## src/rtl/ex_forward_scoreboard_pkg.sv

```systemverilog
// Shared definitions for the EX forwarding scoreboard: opcode encodings and
// the bit layout of one in-flight producer entry.
package ex_forward_scoreboard_pkg;

  typedef enum logic [6:0] {
    OP_IMME_ARITHMETIC   = 7'b0010011,
    OP_ARITHMETIC        = 7'b0110011,
    OP_CONDITIONAL_JMP   = 7'b1100011,
    OP_UNCONDITIONAL_JMP = 7'b1101111,
    OP_MEMORY_LOAD       = 7'b0000011,
    OP_MEMORY_STORE      = 7'b0100011
  } opcode_t;

  // Entry layout, LSB first: flags, then rd, then result data.
  localparam int F_VALID    = 0;
  localparam int F_REGWRITE = 1;
  localparam int F_LOAD     = 2;
  localparam int F_READY    = 3;
  localparam int F_RD       = 4;

  function automatic int f_data(input int reg_addr_w);
    return F_RD + reg_addr_w;
  endfunction

  function automatic int entry_w(input int xlen, input int reg_addr_w);
    return f_data(reg_addr_w) + xlen;
  endfunction

endpackage

```

## src/rtl/ex_forward_scoreboard_if.sv

```systemverilog
// EX-stage operand/forwarding bundle between the pipeline and the scoreboard.
interface ex_forward_scoreboard_if #(
  parameter int XLEN       = 32,
  parameter int REG_ADDR_W = 5,
  parameter int NUM_SRC    = 2,
  parameter int CNT_W      = 16
);
  logic                          ex_valid;
  logic                          ex_kill;
  logic [REG_ADDR_W-1:0]         ex_rd;
  logic                          ex_regwrite;
  logic                          ex_is_load;
  logic [XLEN-1:0]               ex_alu_result;
  logic [NUM_SRC*REG_ADDR_W-1:0] ex_rs;
  logic [NUM_SRC-1:0]            ex_rs_used;
  logic                          ld_data_valid;
  logic [XLEN-1:0]               ld_data;
  logic [NUM_SRC*XLEN-1:0]       fwd_data;
  logic [NUM_SRC-1:0]            fwd_en;
  logic                          ex_stall;
  logic [CNT_W-1:0]              stall_count;

  modport master (
    output ex_valid, ex_kill, ex_rd, ex_regwrite, ex_is_load, ex_alu_result,
           ex_rs, ex_rs_used, ld_data_valid, ld_data,
    input  fwd_data, fwd_en, ex_stall, stall_count
  );

  modport slave (
    input  ex_valid, ex_kill, ex_rd, ex_regwrite, ex_is_load, ex_alu_result,
           ex_rs, ex_rs_used, ld_data_valid, ld_data,
    output fwd_data, fwd_en, ex_stall, stall_count
  );
endinterface

```

## src/rtl/ex_forward_scoreboard_fwd_lookup.sv

```systemverilog
// Priority search of the in-flight producer slots for one EX source operand;
// the youngest (lowest-index) matching producer decides forward vs hazard.
module fwd_lookup
  import ex_forward_scoreboard_pkg::*;
#(
  parameter int XLEN         = 32,
  parameter int REG_ADDR_W   = 5,
  parameter int DEPTH        = 2,
  parameter int LOAD_LATENCY = 1,
  parameter int LD_BYPASS    = 0
) (
  input  logic [DEPTH*entry_w(XLEN, REG_ADDR_W)-1:0] slots,
  input  logic [REG_ADDR_W-1:0]                      rs,
  input  logic                                       rs_used,
  input  logic                                       ld_data_valid,
  input  logic [XLEN-1:0]                            ld_data,
  output logic                                       en,
  output logic [XLEN-1:0]                            data,
  output logic                                       hazard
);
  localparam int EW     = entry_w(XLEN, REG_ADDR_W);
  localparam int F_DATA = f_data(REG_ADDR_W);
  localparam int L      = LOAD_LATENCY - 1;

  logic [DEPTH-1:0] match;
  logic             found;
  logic             win_ready;
  logic             win_load;
  logic             win_at_l;
  logic [XLEN-1:0]  win_data;

  genvar gi;
  generate
    for (gi = 0; gi < DEPTH; gi++) begin : g_match
      assign match[gi] = slots[gi*EW + F_VALID] && slots[gi*EW + F_REGWRITE] &&
                         (slots[gi*EW + F_RD +: REG_ADDR_W] == rs) &&
                         (rs != '0) && rs_used;
    end
  endgenerate

  // Walk oldest to youngest so the youngest match overwrites the rest.
  always_comb begin
    found     = 1'b0;
    win_ready = 1'b0;
    win_load  = 1'b0;
    win_at_l  = 1'b0;
    win_data  = '0;
    for (int i = DEPTH - 1; i >= 0; i--) begin
      if (match[i]) begin
        found     = 1'b1;
        win_ready = slots[i*EW + F_READY];
        win_load  = slots[i*EW + F_LOAD];
        win_at_l  = (i == L);
        win_data  = slots[i*EW + F_DATA +: XLEN];
      end
    end
  end

  always_comb begin
    en     = 1'b0;
    data   = '0;
    hazard = 1'b0;
    if (found) begin
      if (win_ready) begin
        en   = 1'b1;
        data = win_data;
      end else if ((LD_BYPASS != 0) && win_at_l && win_load && ld_data_valid) begin
        en   = 1'b1;
        data = ld_data;
      end else begin
        hazard = 1'b1;
      end
    end
  end

endmodule

```

## src/rtl/ex_forward_scoreboard.sv

```systemverilog
// EX-stage forwarding scoreboard: shift buffer of in-flight producers with
// per-source forwarding, load-use stall and in-buffer load data capture.
module ex_forward_scoreboard
  import ex_forward_scoreboard_pkg::*;
#(
  parameter int XLEN         = 32,
  parameter int REG_ADDR_W   = 5,
  parameter int NUM_SRC      = 2,
  parameter int DEPTH        = 2,
  parameter int LOAD_LATENCY = 1,
  parameter int LD_BYPASS    = 0,
  parameter int CNT_W        = 16
) (
  input  logic                    clk,
  input  logic                    rst,
  ex_forward_scoreboard_if.slave  bus
);
  localparam int EW     = entry_w(XLEN, REG_ADDR_W);
  localparam int F_DATA = f_data(REG_ADDR_W);
  localparam int L      = LOAD_LATENCY - 1;

  logic [EW-1:0]           slot_reg  [DEPTH];
  logic [EW-1:0]           slot_next [DEPTH];
  logic [DEPTH*EW-1:0]     slots_flat;
  logic [EW-1:0]           new_entry;
  logic [EW-1:0]           cap_entry;
  logic                    capture;
  logic                    issue;
  logic                    stall;
  logic [NUM_SRC-1:0]      hazard;
  logic [NUM_SRC-1:0]      fwd_en_int;
  logic [NUM_SRC*XLEN-1:0] fwd_data_int;
  logic [CNT_W-1:0]        stall_count_reg;

  assign issue   = bus.ex_valid && !bus.ex_kill && !stall;
  assign capture = slot_reg[L][F_VALID] && slot_reg[L][F_LOAD] && bus.ld_data_valid;

  always_comb begin
    new_entry = '0;
    if (issue) begin
      new_entry[F_VALID]              = 1'b1;
      new_entry[F_REGWRITE]           = bus.ex_regwrite;
      new_entry[F_LOAD]               = bus.ex_is_load;
      new_entry[F_READY]              = !bus.ex_is_load;
      new_entry[F_RD +: REG_ADDR_W]   = bus.ex_rd;
      new_entry[F_DATA +: XLEN]       = bus.ex_alu_result;
    end
  end

  // The load leaving slot L picks up memory data as it moves to L+1.
  always_comb begin
    cap_entry                  = slot_reg[L];
    cap_entry[F_READY]         = 1'b1;
    cap_entry[F_DATA +: XLEN]  = bus.ld_data;
  end

  genvar gi;
  generate
    for (gi = 0; gi < DEPTH; gi++) begin : g_slot
      assign slots_flat[gi*EW +: EW] = slot_reg[gi];
      if (gi == 0) begin : g_head
        assign slot_next[gi] = new_entry;
      end else if (gi == L + 1) begin : g_cap
        assign slot_next[gi] = capture ? cap_entry : slot_reg[gi-1];
      end else begin : g_shift
        assign slot_next[gi] = slot_reg[gi-1];
      end
    end

    for (gi = 0; gi < NUM_SRC; gi++) begin : g_src
      fwd_lookup #(
        .XLEN         (XLEN),
        .REG_ADDR_W   (REG_ADDR_W),
        .DEPTH        (DEPTH),
        .LOAD_LATENCY (LOAD_LATENCY),
        .LD_BYPASS    (LD_BYPASS)
      ) u_lookup (
        .slots         (slots_flat),
        .rs            (bus.ex_rs[gi*REG_ADDR_W +: REG_ADDR_W]),
        .rs_used       (bus.ex_rs_used[gi]),
        .ld_data_valid (bus.ld_data_valid),
        .ld_data       (bus.ld_data),
        .en            (fwd_en_int[gi]),
        .data          (fwd_data_int[gi*XLEN +: XLEN]),
        .hazard        (hazard[gi])
      );
    end
  endgenerate

  assign stall = (|hazard) && bus.ex_valid && !bus.ex_kill;

  always_ff @(posedge clk) begin
    if (rst) begin
      for (int i = 0; i < DEPTH; i++) begin
        slot_reg[i] <= '0;
      end
      stall_count_reg <= '0;
    end else begin
      for (int i = 0; i < DEPTH; i++) begin
        slot_reg[i] <= slot_next[i];
      end
      if (stall && (stall_count_reg != '1)) begin
        stall_count_reg <= stall_count_reg + CNT_W'(1);
      end
    end
  end

  assign bus.fwd_en      = fwd_en_int;
  assign bus.fwd_data    = fwd_data_int;
  assign bus.ex_stall    = stall;
  assign bus.stall_count = stall_count_reg;

endmodule

```

## src/flat_wrapper.sv

```systemverilog
// flat-port wrapper written by rule: the top's interface ports become plain ports
module ex_forward_scoreboard_flat import ex_forward_scoreboard_pkg::*;
#(
  parameter int XLEN         = 32,
  parameter int REG_ADDR_W   = 5,
  parameter int NUM_SRC      = 2,
  parameter int DEPTH        = 2,
  parameter int LOAD_LATENCY = 1,
  parameter int LD_BYPASS    = 0,
  parameter int CNT_W        = 16
)
  (clk, rst, bus_ex_valid, bus_ex_kill, bus_ex_rd, bus_ex_regwrite, bus_ex_is_load, bus_ex_alu_result, bus_ex_rs, bus_ex_rs_used, bus_ld_data_valid, bus_ld_data, bus_fwd_data, bus_fwd_en, bus_ex_stall, bus_stall_count);
  ex_forward_scoreboard_if #(.XLEN(XLEN), .REG_ADDR_W(REG_ADDR_W), .NUM_SRC(NUM_SRC), .CNT_W(CNT_W)) bus_i ();
  input  logic clk;
  input  logic rst;
  input wire logic [$bits(bus_i.ex_valid)-1:0] bus_ex_valid;
  input wire logic [$bits(bus_i.ex_kill)-1:0] bus_ex_kill;
  input wire logic [$bits(bus_i.ex_rd)-1:0] bus_ex_rd;
  input wire logic [$bits(bus_i.ex_regwrite)-1:0] bus_ex_regwrite;
  input wire logic [$bits(bus_i.ex_is_load)-1:0] bus_ex_is_load;
  input wire logic [$bits(bus_i.ex_alu_result)-1:0] bus_ex_alu_result;
  input wire logic [$bits(bus_i.ex_rs)-1:0] bus_ex_rs;
  input wire logic [$bits(bus_i.ex_rs_used)-1:0] bus_ex_rs_used;
  input wire logic [$bits(bus_i.ld_data_valid)-1:0] bus_ld_data_valid;
  input wire logic [$bits(bus_i.ld_data)-1:0] bus_ld_data;
  output wire logic [$bits(bus_i.fwd_data)-1:0] bus_fwd_data;
  output wire logic [$bits(bus_i.fwd_en)-1:0] bus_fwd_en;
  output wire logic [$bits(bus_i.ex_stall)-1:0] bus_ex_stall;
  output wire logic [$bits(bus_i.stall_count)-1:0] bus_stall_count;
  assign bus_i.ex_valid = bus_ex_valid;
  assign bus_i.ex_kill = bus_ex_kill;
  assign bus_i.ex_rd = bus_ex_rd;
  assign bus_i.ex_regwrite = bus_ex_regwrite;
  assign bus_i.ex_is_load = bus_ex_is_load;
  assign bus_i.ex_alu_result = bus_ex_alu_result;
  assign bus_i.ex_rs = bus_ex_rs;
  assign bus_i.ex_rs_used = bus_ex_rs_used;
  assign bus_i.ld_data_valid = bus_ld_data_valid;
  assign bus_i.ld_data = bus_ld_data;
  assign bus_fwd_data = bus_i.fwd_data;
  assign bus_fwd_en = bus_i.fwd_en;
  assign bus_ex_stall = bus_i.ex_stall;
  assign bus_stall_count = bus_i.stall_count;
  ex_forward_scoreboard #(.XLEN(XLEN), .REG_ADDR_W(REG_ADDR_W), .NUM_SRC(NUM_SRC), .DEPTH(DEPTH), .LOAD_LATENCY(LOAD_LATENCY), .LD_BYPASS(LD_BYPASS), .CNT_W(CNT_W)) u_core (.clk(clk), .rst(rst), .bus(bus_i));
endmodule
```

## config.mk

```make
export PLATFORM = sky130hd
export DESIGN_NAME = ex_forward_scoreboard_flat
export DESIGN_NICKNAME = d
export VERILOG_FILES = /design/src/rtl/ex_forward_scoreboard_pkg.sv /design/src/rtl/ex_forward_scoreboard_if.sv /design/src/rtl/ex_forward_scoreboard_fwd_lookup.sv /design/src/rtl/ex_forward_scoreboard.sv /design/src/flat_wrapper.sv
export SDC_FILE = /design/constraint.sdc
export NUM_CORES = 1
export LEC_CHECK = 0
export CAP_MARGIN = 5
export CORE_MARGIN = 8
export CORE_UTILIZATION = 40
export CTS_CLUSTER_DIAMETER = 60
export DETAILED_ROUTE_END_ITERATION = 6
export GPL_TIMING_DRIVEN = 0
export PLACE_DENSITY = 0.77
export SLEW_MARGIN = 10
export SYNTH_ARGS = -nofsm -noshare
export SYNTH_HDL_FRONTEND = slang
export SYNTH_SLANG_ARGS = --single-unit
export TNS_END_PERCENT = 10
```

## constraint.sdc

```tcl
create_clock -name clk -period 3 [get_ports clk]
set_clock_uncertainty 0.05 [all_clocks]
set_input_delay 0.6 -clock clk [delete_from_list [all_inputs] [get_ports clk]]
set_output_delay 0.6 -clock clk [all_outputs]
set_load 0.02 [all_outputs]
```

==> flow_metrics.py <==
metrics = {
    "status": {
        "status": "finished, violations left",
        "violations": "setup timing",
    },
    "setup_path": {
        "critPathBufInv": 5,
        "required_ns": 2.35,
        "max_stage_delay_ns": 0.54,
        "path_cells": "buf_6 -> or4_4 -> o21ai_4 -> or4_4 -> buf_6 -> and3_4 -> a21oi_4 -> buf_6 -> clkbuf_16 -> nor2_4 -> buf_6",
        "critPathMostFrequentCell": "buf_6",
        "critPathArrivalTime_ns": 2.53,
        "worstSetupPathDepth": 11,
        "critPathKind": "in2out",
        "cp-start-kind": "input pin",
        "crit_slowest_cell": "or4_4",
        "crit_fanout": 5,
        "reg2reg_depth": 11,
        "cp-end-kind": "output pin",
        "crit_family": "simple AND/OR/NAND/NOR gates",
    },
    "final_layout": {
        "drive_above_1_share_pct": 30.83,
        "final_cells": 886,
        "n_antenna_cell": 0,
        "final_util_pct": 68.54,
        "largest_reg_flops": 81,
        "syn_to_final_growth_pct": 66.22,
        "fin_nets": 830,
    },
    "sta": {
        "rsz0062_at_grt": "yes",
        "worstMarginPinSlew_ns": 0.5774,
        "finalSetupViolCount": 65,
        "setup_ws_ns": -0.1762,
        "final_hold_viol_count": 0,
        "fmax_mhz": 314.8,
        "tns_ns": -6.458,
        "fin_crit_ns": 3.176,
        "max_slew_margin_pct": 61.19,
        "finalCritPeriodShare_pct": 105.9,
        "report.final.slew_viol_count": 0,
    },
    "grt": {
        "grt_overflow": 0,
        "grt_pass1_vias": 4986,
        "antenna_found_initial": 0,
        "grt_pass1_wl_um": 25270,
        "grt_max_degree": 17,
        "grt_util_all_layers_pct": 21.23,
    },
    "pwr": {
        "ir_worst_vdd_mv": 0.2685,
        "p_per_area_nw_per_um2": 338.8,
        "power_leakage_nw": 2.695,
    },
    "place": {
        "dp_hpwl_um": 11010,
        "dp_cells": 843,
        "gp_congestion": 0.9382,
        "portBuffers": 170,
    },
    "logic_synthesis": {
        "syn_area_per_cell_um2": 8.423,
        "async_flop_share_pct": 0,
        "ys_ff_latch": 97,
        "synth_cell_types": 39,
        "synthTopCellsByCount": "dfxtp_1, nor2_1, nand2_1",
        "synth_largest_area_cell": "dfxtp_1",
        "synth_top_area_share_pct": 43.26,
        "synth_flop_cell": "dfxtp_1",
        "yosysSeqAreaShare_pct": 43.26,
        "netlist_top_cells_area": "dfxtp_1, mux2i_1, nor2_1",
        "synth_area_um2": 4489,
        "synth_fp_nets": 622,
        "synth_most_common_cell": "dfxtp_1",
        "synth-edff-count": 0,
        "ys_warn_count": 0,
        "synthCells": 533,
    },
    "die": {
        "fp.dieArea_um2": 14870,
        "initial_core_util_pct": 41.23,
        "die_x_um": 121.9,
        "dieHeight_um": 121.9,
        "row_count": 38,
        "core_region_area_um2": 10890,
        "io_pins": 171,
    },
    "clock_tree": {
        "clkTransAtPathRegs_ns": 0.10,
        "cts_sinks": 97,
        "numCtsBuffers": 9,
        "htreeDepth": 3,
        "root_buffer": "clkbuf_8",
        "cts_tree": "done",
        "cts_buffer_depth": 2,
        "clock_latency_ns": 0.36,
    },
    "flow_run": {
        "maxCapViolations": 0,
    },
    "drt": {
        "vias": 4598,
        "avgRoutedWirePerCell_um": 18.27,
        "routed_wl_um": 16190,
        "first_pass_iters": 4,
        "ant_nets": 0,
        "vias_per_cell": 5.190,
        "drt_iter0_markers": 187,
        "drc": 0,
    },
    "min_path": {
        "hold_depth": 2,
        "hp-class": "reg2reg",
    },
}
-- where the power goes --
part	total [mW]	internal, mW	switching [mW]
Sequential	1.33	1.31	0.0215
Combinational	0.237	0.151	0.0852
Clock	0.961	0.496	0.464
-- tightest hold or removal path: cells and delay by family (launching register included) --
kind,cells,cell delay [ns]
AO/OA/AOI/OAI,1,0.05
AND/OR/NAND/NOR,1,0.06
flip-flops,1,0.33
-- metrics by stage --
stage	hold slack [ns]	setup slack (ns)	power, mW	area [um^2]
after global routing	0.4526	-0.2556	2.614	7462
final	0.4164	-0.1762	2.528	7462
after global placement	0.4026	-1.594	1.556	6369
after detailed placement	0.4144	-1.568	1.562	6369
after floorplan	0.3983	-0.1013	1.418	4492
after CTS	0.4191	-0.1784	2.528	7383
-- final timing paths --
kind / startpoint / to / slack [ns]
worst max register to register: u_core.slot_reg[0][7] / u_core.slot_reg[0][38] / 0.13
worst min-delay path: u_core.slot_reg[0][24] / u_core.slot_reg[0][65] / 0.42
worst min register to register: u_core.slot_reg[0][24] / u_core.slot_reg[0][65] / 0.42
worst max-delay path: bus_ex_rs[6] / bus_fwd_data[45] / -0.18
-- per-layer routing --
| layer | up-vias | track usage (%) | part of all wire (%) |
|---|---|---|---|
| met2 | 165 | 37.82 | 50 |
| li1 | 2205 | - | - |
| met4 | 0 | 8.173 | 2.5 |
| met5 | - | 0 | 0 |
| met3 | 35 | 5.090 | 6.3 |
| met1 | 2193 | 23.94 | 42 |
-- area by class of cell --
cell class                      count  area (um^2)
Timing Repair Buffer              198         1982
Inverter                            3        11.26
Tap cell                          140        175.2
Fill cell                         846         3426
Buffer                             33        281.5
Sequential cell                    97         1956
Clock inverter                      6        90.09
Clock buffer                       10        137.6
Multi-Input combinational cell    399         2829
-- placed cells by master, fill, tap and decap left out, types with 4 or more instances in the layout --
cell type / count
a21oi_1: 44
and2_1: 39
buf_2: 5
buf_4: 48
buf_6: 49
buf_8: 4
clkbuf_1: 16
clkbuf_16: 5
clkbuf_8: 17
clkdlybuf4s50_1: 91
dfxtp_1: 92
mux2i_1: 42
mux2i_2: 21
nand2_1: 71
nand3_1: 13
nand4_1: 6
nor2_1: 34
nor2_2: 15
nor2_4: 25
nor2b_1: 8
o21ai_0: 10
or3_1: 10
xnor2_1: 16
xnor2_2: 5
-- cells by family after synthesis --
family	after synthesis	synth area share, %
AND/OR/NAND/NOR	243	25.64
XOR/XNOR	22	4.292
buffers and inverters	37	3.651
adder cells (fa/ha/maj)	1	0.2787
AO/OA/AOI/OAI	69	8.584
flip-flops	97	43.26
multiplexers	64	14.30
-- timing repair --
action / in CTS / in global routing
hold endpoints to repair: 0 / 0
setup endpoints to repair: 112 / 68
hold buffers: 0 / 0
gates cloned: 6 / 0
setup buffers: 17 / 5
resized for setup: 586 / 11
pin swaps: 41 / 7
(Power assumes the default switching activity.)
==> RTL edit 1: new RTL, same flow settings <==
`REG_ADDR_W` is set to 5 in 4 places; all go to 7.
--- a/src/rtl/ex_forward_scoreboard_if.sv
+++ b/src/rtl/ex_forward_scoreboard_if.sv
@@ -3,3 +3,3 @@
   parameter int XLEN       = 32,
-  parameter int REG_ADDR_W = 5,
+  parameter int REG_ADDR_W = 7,
   parameter int NUM_SRC    = 2,
--- a/src/rtl/ex_forward_scoreboard_fwd_lookup.sv
+++ b/src/rtl/ex_forward_scoreboard_fwd_lookup.sv
@@ -6,3 +6,3 @@
   parameter int XLEN         = 32,
-  parameter int REG_ADDR_W   = 5,
+  parameter int REG_ADDR_W   = 7,
   parameter int DEPTH        = 2,
--- a/src/rtl/ex_forward_scoreboard.sv
+++ b/src/rtl/ex_forward_scoreboard.sv
@@ -6,3 +6,3 @@
   parameter int XLEN         = 32,
-  parameter int REG_ADDR_W   = 5,
+  parameter int REG_ADDR_W   = 7,
   parameter int NUM_SRC      = 2,
--- a/src/flat_wrapper.sv
+++ b/src/flat_wrapper.sv
@@ -4,3 +4,3 @@
   parameter int XLEN         = 32,
-  parameter int REG_ADDR_W   = 5,
+  parameter int REG_ADDR_W   = 7,
   parameter int NUM_SRC      = 2,
Ports: changed (resized bus_ex_rd and bus_ex_rs); port bits go from 171 to 177. No check against the original RTL was run, so the function may have changed too.
==> RTL edit 1 against the unedited design <==
  * The run still ends with setup timing left
  * Sequential share of layout area fell by 1.4 points
  * Core utilization grew 0.28 points
  * Count of clock-buffer cells in the layout unchanged
  * Setup slack worse by 0.051 ns
  * Power rose by 14%
  * Design area rose by 9.4%
  * Register-to-register slack better by 0.06 ns
  * Via count up 15%
  * Synthesized area increased by 7.2%
  * Global-route usage increased by 0.66 points
  * Sequential cell count grew 4
  * Final cell count is 14% higher
  * Routed wire length rose by 13%
  * Combinational power rose by 8.9%
  * Largest cell class unchanged
  * Largest power group unchanged
==> RTL edit 1: results (changes against the unedited design) <==
* Run status: finished, violations left (unchanged)
* Failing checks: setup timing (unchanged)
* M3 GR Usage at 6.24% (was 5.09%)
* DR vias/cell at 5.23 (was 5.19)
* Seq Cell Count at 101 (was 97)
* Fin Setup TNS at -9.05 ns (was -6.46 ns)
* Setup slack, reg-to-reg at 0.19 ns (was 0.13 ns)
* Final setup violation count at 67 (was 65)
* R2r worst-path depth at 9 (was 11)
* Vias in the first global route at 5317 (was 4986)
* Share of layout cells above drive strength 1 at 29.4% (was 30.8%)
* GRT Total Usage at 21.9% (was 21.2%)
* Worst Setup EP: bus_fwd_data[39] (was bus_fwd_data[45])
* Top cells by count, synth: nand2_1, a21oi_1, dfxtp_1, and2_1, clkbuf_1 (was dfxtp_1, nor2_1, nand2_1, mux2i_1, a21oi_1)
* #MultiIn Comb at 492 (was 399)
* Clock-pin slew on the worst setup and hold paths at 0.06 ns (was 0.10 ns)
* Max reg flops at 85 (was 81)
* Fraction of area in multi-input gates at 37.7% (was 37.9%)
* Crit path from: bus_ex_rs[13] (was bus_ex_rs[6])
* Signal buffers share of area at 31.1% (was 30.3%)
* Hold path depth at 1 (was 2)
* Top cell family by delay on the critical path: buffers and inverters (was simple AND/OR/NAND/NOR gates)
* Root buf cell: clkbuf_16 (was clkbuf_8)
* Distinct cell type count after synthesis at 45 (was 39)
* DR iter-0 viols at 343 (was 187)
* Nets at 957 (was 830)
* Clock-cell share at 3.86% (was 3.05%)
* Worst Path Arrival at 2.58 ns (was 2.53 ns)
* First-pass GRT wire length at 27800 µm (was 25300 µm)
* R2R Path End: u_core.bus.stall_count[5] (was u_core.slot_reg[0][38])
* Worst r2r src: u_core.slot_reg[0][0] (was u_core.slot_reg[0][7])
* Sequential share of the synthesized area at 42.0% (was 43.3%)
* Clk Latency, worst-skew pair at 0.34 ns (was 0.36 ns)
* Buffers on Ports at 175 (was 170)
* Grt met2 use at 37.5% (was 37.8%)
* Post-Syn Nets at 737 (was 622)
* DP Wirelength at 12200 µm (was 11000 µm)
* Leak at 0.00290 µW (was 0.00269 µW)
* WHS Endpoint: u_core.slot_reg[0][44] (was u_core.slot_reg[0][65])
* Number of signal-net buffers in the layout at 251 (was 231)
* Pre-CTS WS at -1.62 ns (was -1.57 ns)
* Synth area leaders: dfxtp_1, nand2_1, a21oi_1, and2_1, xor2_1 (was dfxtp_1, mux2i_1, nor2_1, nand2_1, and2_1)
* GP Congestion at 0.871 (was 0.938)
* First drt pass iteration count at 5 (was 4)
* Peak supply drop at 0.305 mV (was 0.268 mV)
* Sequential cell area at 0.00203 mm² (was 0.00196 mm²)
* Fillers at 959 (was 846)
* Final setup margin at -0.227 ns (was -0.176 ns)
RTL edit 1: cell types whose count changed in the layout (fill, tap and decap cells not counted), sizes merged, moves of 9 or more:
| cell | change |
|---|---|
| nand2 | +126 |
| a21oi | +63 |
| nor2 | -57 |
| nor4 | +9 |
| mux2i | -62 |
| xor2 | +26 |
| xnor2 | -19 |
| buf | +11 |
RTL edit 1: cell families after synthesis:
group | Yosys count | synth area share [%]
AOI/OAI and AO/OA | 134 | 15.7
xor gates and xnor gates | 29 | 5.28
adders and majority gates | 1 | 0.260
buffers and inverters | 49 | 4.42
DFF | 101 | 42.0
muxes | 4 | 0.988
and+or+nand+nor | 324 | 31.3
RTL edit 1: what timing repair did:
action,CTS,global route
resized for setup,552,77
pin swaps,22,34
setup endpoints to repair,119,68
gates cloned,8,0
setup buffers,22,5
RTL edit 1: metal layers:
metal | up-vias | wire length (µm)
li1 | 2573 | -
met1 | 2513 | 7510
met2 | 189 | 9140
met3 | 32 | 1280
met4 | 0 | 395
met5 | - | 0
RTL edit 1: per-stage QoR:
step / hold slack, ns / cell area (µm²) / utilization [%] / instances / total power, µW
floorplan: 0.388 / 4840 / - / 642 / 1490
global placement: 0.391 / 6770 / 57.1 / 964 / 1640
detailed placement: 0.410 / 6770 / 57.1 / 964 / 1640
CTS: 0.416 / 7880 / 66.4 / 1009 / 2890
global route: 0.424 / 8160 / 68.8 / 1014 / 2970
finish: 0.414 / 8160 / 68.8 / 1014 / 2890
RTL edit 1: power breakdown:
part	switching (µW)	total [µW]	internal, µW
clock network	516	1250	732
registers	20.4	1390	1370
logic	106	258	152
==> RTL edit 2: new RTL, config.mk and constraints unchanged <==
Made on the original files. Make the reset (`rst`) asynchronous in one clocked block.
--- a/src/rtl/ex_forward_scoreboard.sv
+++ b/src/rtl/ex_forward_scoreboard.sv
@@ -91,3 +91,3 @@
 
-  always_ff @(posedge clk) begin
+  always_ff @(posedge clk or posedge rst) begin
     if (rst) begin
Function: differs if rst is asserted again (counterexample within 4 cycles, from zero or initial values and one cycle with rst high); with rst held inactive, the same outputs for 10 cycles.
==> RTL edit 2 against the unedited design <==
  * The flow still finishes with violations (setup timing)
  * Critical path type unchanged
  * Synthesized area is 8.8% higher
  * Critical path depth is 1 higher
  * Design area up 6.1%
  * Highest routed layer unchanged
  * Global-route usage decreased by 2.7 points
  * Power grew 14%
  * Sequential cell count stayed put
  * Routed wire length is 7.5% lower
  * Setup slack improved by 0.032 ns
==> RTL edit 2: results (changes against the unedited design) <==
* Metal3 WL at 1110 µm (was 1030 µm)
* R2R Path End: u_core.bus.stall_count[11] (was u_core.slot_reg[0][38])
* Hold path depth at 0 (was 2)
* DR vias/cell at 5.03 (was 5.19)
* GRT Total Usage at 18.5% (was 21.2%)
* Nets at 768 (was 830)
* Hold Slack at 0.363 ns (was 0.416 ns)
* M1 WL at 5970 µm (was 6720 µm)
* Peak supply drop at 0.344 mV (was 0.268 mV)
* Failing checks: setup timing (unchanged)
* DP Area at 0.00682 mm² (was 0.00637 mm²)
* Total Routed Length at 15000 µm (was 16200 µm)
* Post-Syn Nets at 555 (was 622)
* Crit path from: bus_ex_rs[4] (was bus_ex_rs[6])
* Switching Share at 21.5% (was 22.6%)
* Flop pwr share at 48.0% (was 52.7%)
* Final setup margin at -0.144 ns (was -0.176 ns)
* Final setup violation count at 56 (was 65)
* GR Util met1 at 21.2% (was 23.9%)
* Run status: finished, violations left (unchanged)
* Post-synthesis adder-cell area fraction at 0.256% (was 0.279%)
* First-pass GRT wire length at 23800 µm (was 25300 µm)
* Worst Path Arrival at 2.49 ns (was 2.53 ns)
* Worst-path maximum fanout at 10 (was 5)
* Cells after Synth at 466 (was 533)
* # resized after CTS at 488 (was 586)
-- RTL edit 2: changes by cell type after synthesis, sizes merged, moves of 14 or more --
cell,change
mux2,+32
nor2,-33
dfxtp,-97
mux2i,-31
clkbuf,-16
a21oi,-14
dfrtp,+97
-- RTL edit 2: cell type report --
class,instances,area (µm²),area share (%)
Timing Repair Buffer,203,2000,25.2
Multi-Input combinational cell,339,2720,34.3
Buffer,24,256,3.24
Clock inverter,5,80.1,1.01
Sequential cell,97,2430,30.7
Tap cell,147,184,2.32
Clock buffer,11,233,2.94
Inverter,5,22.5,0.284
-- RTL edit 2: worst max-delay path, stage by stage --
cell,delay (ns)
buf_6,0.10
or4_4,0.54
o21ai_4,0.18
nor4_4,0.08
buf_12,0.15
nor2_4,0.08
a22oi_2,0.06
buf_6,0.15
buf_4,0.13
buf_8,0.14
nor2_2,0.14
buf_6,0.13
